**src/rtl/mux4_scan_pkg.sv**
```systemverilog
// Shared definitions for the 4:1 mux scan sequencer: FSM state encoding,
// channel count and register widths used by the controller and its counter.
package mux4_scan_pkg;

  localparam int unsigned NUM_CH = 4;
  localparam int unsigned SEL_W  = 2;
  localparam int unsigned CNT_W  = 8;

  localparam logic [SEL_W-1:0] LAST_SEL = 2'b11;

  typedef enum logic [1:0] {
    ST_IDLE   = 2'b00,
    ST_SETTLE = 2'b01,
    ST_DONE   = 2'b10
  } state_e;

endpackage : mux4_scan_pkg

```
**src/rtl/mux4_scan_settle_cnt.sv**
```systemverilog
// Loadable settle down-counter. Loading wins over decrementing; the counter
// saturates at zero so a stray decrement can never wrap it to 255.
module mux4_scan_settle_cnt
  import mux4_scan_pkg::*;
(
  input  logic             clk_i,
  input  logic             rst_i,
  input  logic             load_i,
  input  logic [CNT_W-1:0] load_val_i,
  input  logic             dec_i,
  output logic             zero_o
);

  logic [CNT_W-1:0] cnt_q;
  logic [CNT_W-1:0] cnt_d;

  // Next count: load has priority, otherwise decrement while non-zero.
  always_comb begin
    cnt_d = cnt_q;
    if (load_i) begin
      cnt_d = load_val_i;
    end else if (dec_i && (cnt_q != {CNT_W{1'b0}})) begin
      cnt_d = cnt_q - {{(CNT_W-1){1'b0}}, 1'b1};
    end else begin
      cnt_d = cnt_q;
    end
  end

  // Count register with synchronous reset to zero.
  always_ff @(posedge clk_i) begin
    if (rst_i) begin
      cnt_q <= {CNT_W{1'b0}};
    end else begin
      cnt_q <= cnt_d;
    end
  end

  assign zero_o = (cnt_q == {CNT_W{1'b0}});

endmodule : mux4_scan_settle_cnt

```
**src/rtl/mux4_scan_ctrl.sv**
```systemverilog
// Scan sequencer for a 4:1 mux: steps the select lines 0..3, holds each for
// SETTLE_CYC cycles, samples the mux output into word[sel] and presents the
// assembled word with a valid/ready handshake.
// Optional build macro MUX4_SCAN_CONT_EN: when defined, completing the
// handshake immediately starts the next scan instead of returning to idle.
module mux4_scan_ctrl
  import mux4_scan_pkg::*;
#(
  parameter int unsigned SETTLE_CYC = 1
) (
  input  logic              clk_i,
  input  logic              rst_i,
  input  logic              start_i,
  input  logic              mux_out_i,
  input  logic              word_ready_i,
  output logic [SEL_W-1:0]  sel_o,
  output logic [NUM_CH-1:0] word_o,
  output logic              word_valid_o,
  output logic              busy_o
);

  // Reload value is the hold time minus the sampling cycle itself.
  localparam logic [CNT_W-1:0] RELOAD = CNT_W'(SETTLE_CYC - 1);

  state_e            state_q, state_d;
  logic [SEL_W-1:0]  sel_q, sel_d;
  logic [NUM_CH-1:0] word_q, word_d;
  logic              valid_q, valid_d;
  logic              busy_q, busy_d;
  logic              cnt_load_s;
  logic              cnt_dec_s;
  logic              cnt_zero_s;

  mux4_scan_settle_cnt u_settle_cnt (
    .clk_i      (clk_i),
    .rst_i      (rst_i),
    .load_i     (cnt_load_s),
    .load_val_i (RELOAD),
    .dec_i      (cnt_dec_s),
    .zero_o     (cnt_zero_s)
  );

  // Scan FSM: next state, select, word bits and handshake flags.
  always_comb begin
    state_d    = state_q;
    sel_d      = sel_q;
    word_d     = word_q;
    valid_d    = valid_q;
    busy_d     = busy_q;
    cnt_load_s = 1'b0;
    cnt_dec_s  = 1'b0;
    case (state_q)
      ST_IDLE: begin
        if (start_i) begin
          // word is intentionally not cleared; each bit is overwritten.
          sel_d      = {SEL_W{1'b0}};
          cnt_load_s = 1'b1;
          busy_d     = 1'b1;
          state_d    = ST_SETTLE;
        end else begin
          state_d = ST_IDLE;
        end
      end
      ST_SETTLE: begin
        if (!cnt_zero_s) begin
          cnt_dec_s = 1'b1;
        end else begin
          word_d[sel_q] = mux_out_i;
          if (sel_q != LAST_SEL) begin
            sel_d      = sel_q + 2'd1;
            cnt_load_s = 1'b1;
          end else begin
            // sel stays at the last channel while the word is offered.
            valid_d = 1'b1;
            state_d = ST_DONE;
          end
        end
      end
      ST_DONE: begin
        // start is deliberately not looked at here.
        if (word_ready_i) begin
          valid_d = 1'b0;
          sel_d   = {SEL_W{1'b0}};
`ifdef MUX4_SCAN_CONT_EN
          cnt_load_s = 1'b1;
          busy_d     = 1'b1;
          state_d    = ST_SETTLE;
`else
          busy_d     = 1'b0;
          state_d    = ST_IDLE;
`endif
        end else begin
          state_d = ST_DONE;
        end
      end
      default: begin
        state_d = ST_IDLE;
        sel_d   = {SEL_W{1'b0}};
        valid_d = 1'b0;
        busy_d  = 1'b0;
      end
    endcase
  end

  // State and output registers; reset discards any partial word.
  always_ff @(posedge clk_i) begin
    if (rst_i) begin
      state_q <= ST_IDLE;
      sel_q   <= {SEL_W{1'b0}};
      word_q  <= {NUM_CH{1'b0}};
      valid_q <= 1'b0;
      busy_q  <= 1'b0;
    end else begin
      state_q <= state_d;
      sel_q   <= sel_d;
      word_q  <= word_d;
      valid_q <= valid_d;
      busy_q  <= busy_d;
    end
  end

  assign sel_o        = sel_q;
  assign word_o       = word_q;
  assign word_valid_o = valid_q;
  assign busy_o       = busy_q;

endmodule : mux4_scan_ctrl

```
**config.mk**
```make
export PLATFORM = sky130hd
export DESIGN_NAME = mux4_scan_ctrl
export DESIGN_NICKNAME = d
export VERILOG_FILES = /design/src/rtl/mux4_scan_pkg.sv /design/src/rtl/mux4_scan_settle_cnt.sv /design/src/rtl/mux4_scan_ctrl.sv
export SDC_FILE = /design/constraint.sdc
export NUM_CORES = 1
export LEC_CHECK = 0
export ABC_AREA = 1
export BUFFER_PORTS_ARGS = -buffer_cell sky130_fd_sc_hd__buf_2
export CAP_MARGIN = 20
export CORE_ASPECT_RATIO = 1.25
export CORE_UTILIZATION = 37
export DETAILED_ROUTE_END_ITERATION = 16
export MAX_ROUTING_LAYER = met4
export SLEW_MARGIN = 15
export SYNTH_ARGS = -nofsm -noshare
export SYNTH_HDL_FRONTEND = slang
export SYNTH_HIERARCHICAL = 1
export SYNTH_SLANG_ARGS = --single-unit
```
**constraint.sdc**
```tcl
create_clock -name clk_i -period 2.5 [get_ports clk_i]
set_clock_uncertainty 0.15 [all_clocks]
set_input_delay 0.5 -clock clk_i [delete_from_list [all_inputs] [get_ports clk_i]]
set_output_delay 0.5 -clock clk_i [all_outputs]
set_load 0.1 [all_outputs]
```
==> out/qor.log <==
[status] outcome finished clean
[drt] initial DRC count 44
[critical_path] Setup Crit Path Kind reg -> reg
[critical_path] cell-by-cell trace of the critical path inv_1 -> ha_1 -> nand2_1 -> nor2_1 -> inv_2 -> o31ai_1 -> inv_2 -> nand2_4 -> clkinv_2 -> nor2_1 -> nor2_1
[global_routing] Overall Global Routing Usage 0.167
[drt] detailed-route vias per instance 4.72
[critical_path] category of the worst setup path capture point flip-flop
[clock_network] post-CTS setup buffer count 0
[flow_run] maxcap violations 0
[floorplan] Die ar. 0.00341 mm^2
[critical_path] largest incremental delay on the critical path 360 ps
[place] input/output buffers 12
[clock_network] clock root cell clkbuf_4
[yosys] proportion of synthesized chip area in sequential cells 0.307
[cells_and_area] fraction of final layout cells sized beyond drive strength 1 0.170
[hold_path] worst min-delay path category reg -> reg
[yosys] cell area after synthesis 0.00117 mm^2
[timing] number of hold violations in the final report 0
[timing] number of max-slew violations in the final report 0
[place] post-place setup slack 392 ps
[timing] maximum achievable frequency 0.469 GHz
[critical_path] worst path bufs/invs 4
[critical_path] Crit Path Max Fanout 10
[place] placer congestion estimate 0.904
[pwr] reported leakage power 0.692 nW
[drt] final wirelength 2460 um
[critical_path] critical path launch point type flip-flop
[timing] setup repair after global routing missed its margin false
[clock_network] number of buffers added by the clock tree synthesis step 3
[global_routing] pin count of the biggest net entering global routing 15
[global_routing] number of global-route vias before repair 1051
[cells_and_area] signed area change from the synthesized netlist to the final layout 14.9%
[yosys] gate count after technology mapping 183
[floorplan] Die Y-Extent 65 um
[clock_network] level count of the clock H-tree 1
[drt] Residual DRC 0
[clock_network] Post-CTS Hold Buffers 0
[clock_network] Clock Path Buffers 2
[critical_path] cell with the biggest individual delay on the critical path o31ai_1
[cells_and_area] number of nets at the end of the flow 219
[critical_path] gate family responsible for the most delay along the worst path buffers and inverters
[pwr] worst vdd ir 0.000427 V
[critical_path] cell seen most often among critical-path stages nor2_1
[drt] Avg WL per Cell 10.2 um
[floorplan] die boundary width 52.4 um
[place] HPWL after DPL 1960 um
[floorplan] effective utilization at floorplan 0.395
[drt] Detail Route Antenna Nets 0
[drt] Detailed Routing Iterations Pass 1 4
[global_routing] wire length of the first global-routing pass 4110 um
[timing] crit path time final 2130 ps
[yosys] number of distinct library cells after synthesis 25
[clock_network] CTS tree built
[floorplan] I/O pins 13
[clock_network] number of gates given a new drive strength after cts 0
[global_routing] antenna violations before repair 0
[floorplan] core area 0.00297 mm^2
[timing] min setup slack post-route 369 ps
[critical_path] data arrival time of the critical path 2190 ps
[clock_network] Skew-Pair Late Insertion Delay 300 ps
[cells_and_area] Antenna Cells 0
[global_routing] remaining global-route overflow 0
[yosys] Post-Synthesis Mean Instance Area 6.42 um^2
[drt] total number of vias 1142
[clock_network] Clk pin slew, worst setup/hold paths 110 ps
[pwr] pwr dens 858 mW/mm^2
[yosys] number of warnings reported in the yosys synthesis log 6
[timing] final setup vio count 0
[clock_network] Num Clock Sinks 18
[floorplan] standard-cell row count 22
[timing] Final TNS setup 0 ps
[critical_path] CP Data Required Time 2560 ps
[yosys] synthesized flop and latch total 18
[timing] final clock period utilization by the worst path 0.852
[cells in the mapped netlist (all sizes together)]
cell	count	area share
conb	1	0.0032
ha	7	0.075
nor2	25	0.10
nand2	57	0.21
nand4	2	0.011
o21ai	6	0.026
dfxtp	18	0.31
nor3	1	0.0043
buf	1	0.0032
a211oi	1	0.0064
nand3	22	0.098
clkinv	1	0.0043
clkbuf	1	0.0032
a21oi	12	0.058
o31ai	1	0.0064
inv	26	0.083
xnor2	1	0.0075
[worst min-delay path: cells and delay by family (launching register included)]
family           cells  cell delay, ps
flip-flops           1             320
AND/OR/NAND/NOR      1              60
AO/OA/AOI/OAI        1              50
[cells by family after synthesis]
logic type               synth area share
flip-flops                          0.307
buffers and inverters              0.0937
XOR/XNOR                          0.00746
AND/OR/NAND/NOR                     0.419
other                             0.00319
adder cells (fa/ha/maj)            0.0745
AO/OA/AOI/OAI                      0.0958
[layer usage]
layer  vias to the layer above  track usage  routed length [um]
li1                        611            -                   -
met1                       502        0.167                1040
met2                        21        0.307                1300
met3                         8       0.0211                  56
met4                         0       0.0789                  67
met5                         -            -                   0
[layout by cell type (no fill, tap or decap), drive strengths merged]
master	Yosys	final
nand4	2	2
a211oi	1	1
ha	7	7
xnor2	1	1
nor3	1	1
clkbuf	1	4
nand2	57	57
clkinv	1	1
o21ai	6	6
nand3	22	22
inv	26	26
buf	1	14
nor2	25	25
o31ai	1	1
dfxtp	18	18
conb	1	8
a21oi	12	12
[final timing paths]
| check | start | end | slack [ps] | cells after the start |
|---|---|---|---|---|
| hold / removal | word_o[3] | word_o[3] | 320 | 2 |
| setup / recovery | u_settle_cnt/cnt_q[0] | u_settle_cnt/cnt_q[1] | 370 | 11 |
| hold reg to reg | word_o[3] | word_o[3] | 320 | 2 |
| setup reg to reg | u_settle_cnt/cnt_q[0] | u_settle_cnt/cnt_q[1] | 370 | 11 |
[sequential cells by signal, summed over array words and instances (netlist names)]
register	flops
word_valid_o	1
sel_o	2
u_settle_cnt/cnt_q	8
state_q	2
busy_o	1
word_o	4
[final cells by class]
cell class	instances	area, um^2
Fill cell	313	1620
Multi-Input combinational cell	143	731
Sequential cell	18	360
Inverter	27	103
Timing Repair Buffer	14	75.1
Tap cell	36	45.0
Clock buffer	4	36.3
[metrics by stage]
| stage | cell area [um^2] | power [mW] | util | hold WS (ps) | std cells |
|---|---|---|---|---|---|
| after floorplan | 1200 | 0.852 | - | 318 | 190 |
| after global placement | 1310 | 0.970 | 0.442 | 292 | 238 |
| after detailed placement | 1310 | 0.980 | 0.442 | 306 | 238 |
| after CTS | 1350 | 1.17 | 0.454 | 323 | 242 |
| after global routing | 1350 | 1.26 | 0.454 | 334 | 242 |
| final | 1350 | 1.16 | 0.454 | 315 | 242 |
[power by group]
group          switching, mW  internal (mW)  total (mW)
Clock                 0.0976         0.0889       0.187
Combinational          0.402          0.191       0.592
Sequential            0.0503          0.329       0.380
Total                  0.550          0.609        1.16
Note: power is estimated with default switching activity, not from simulation.
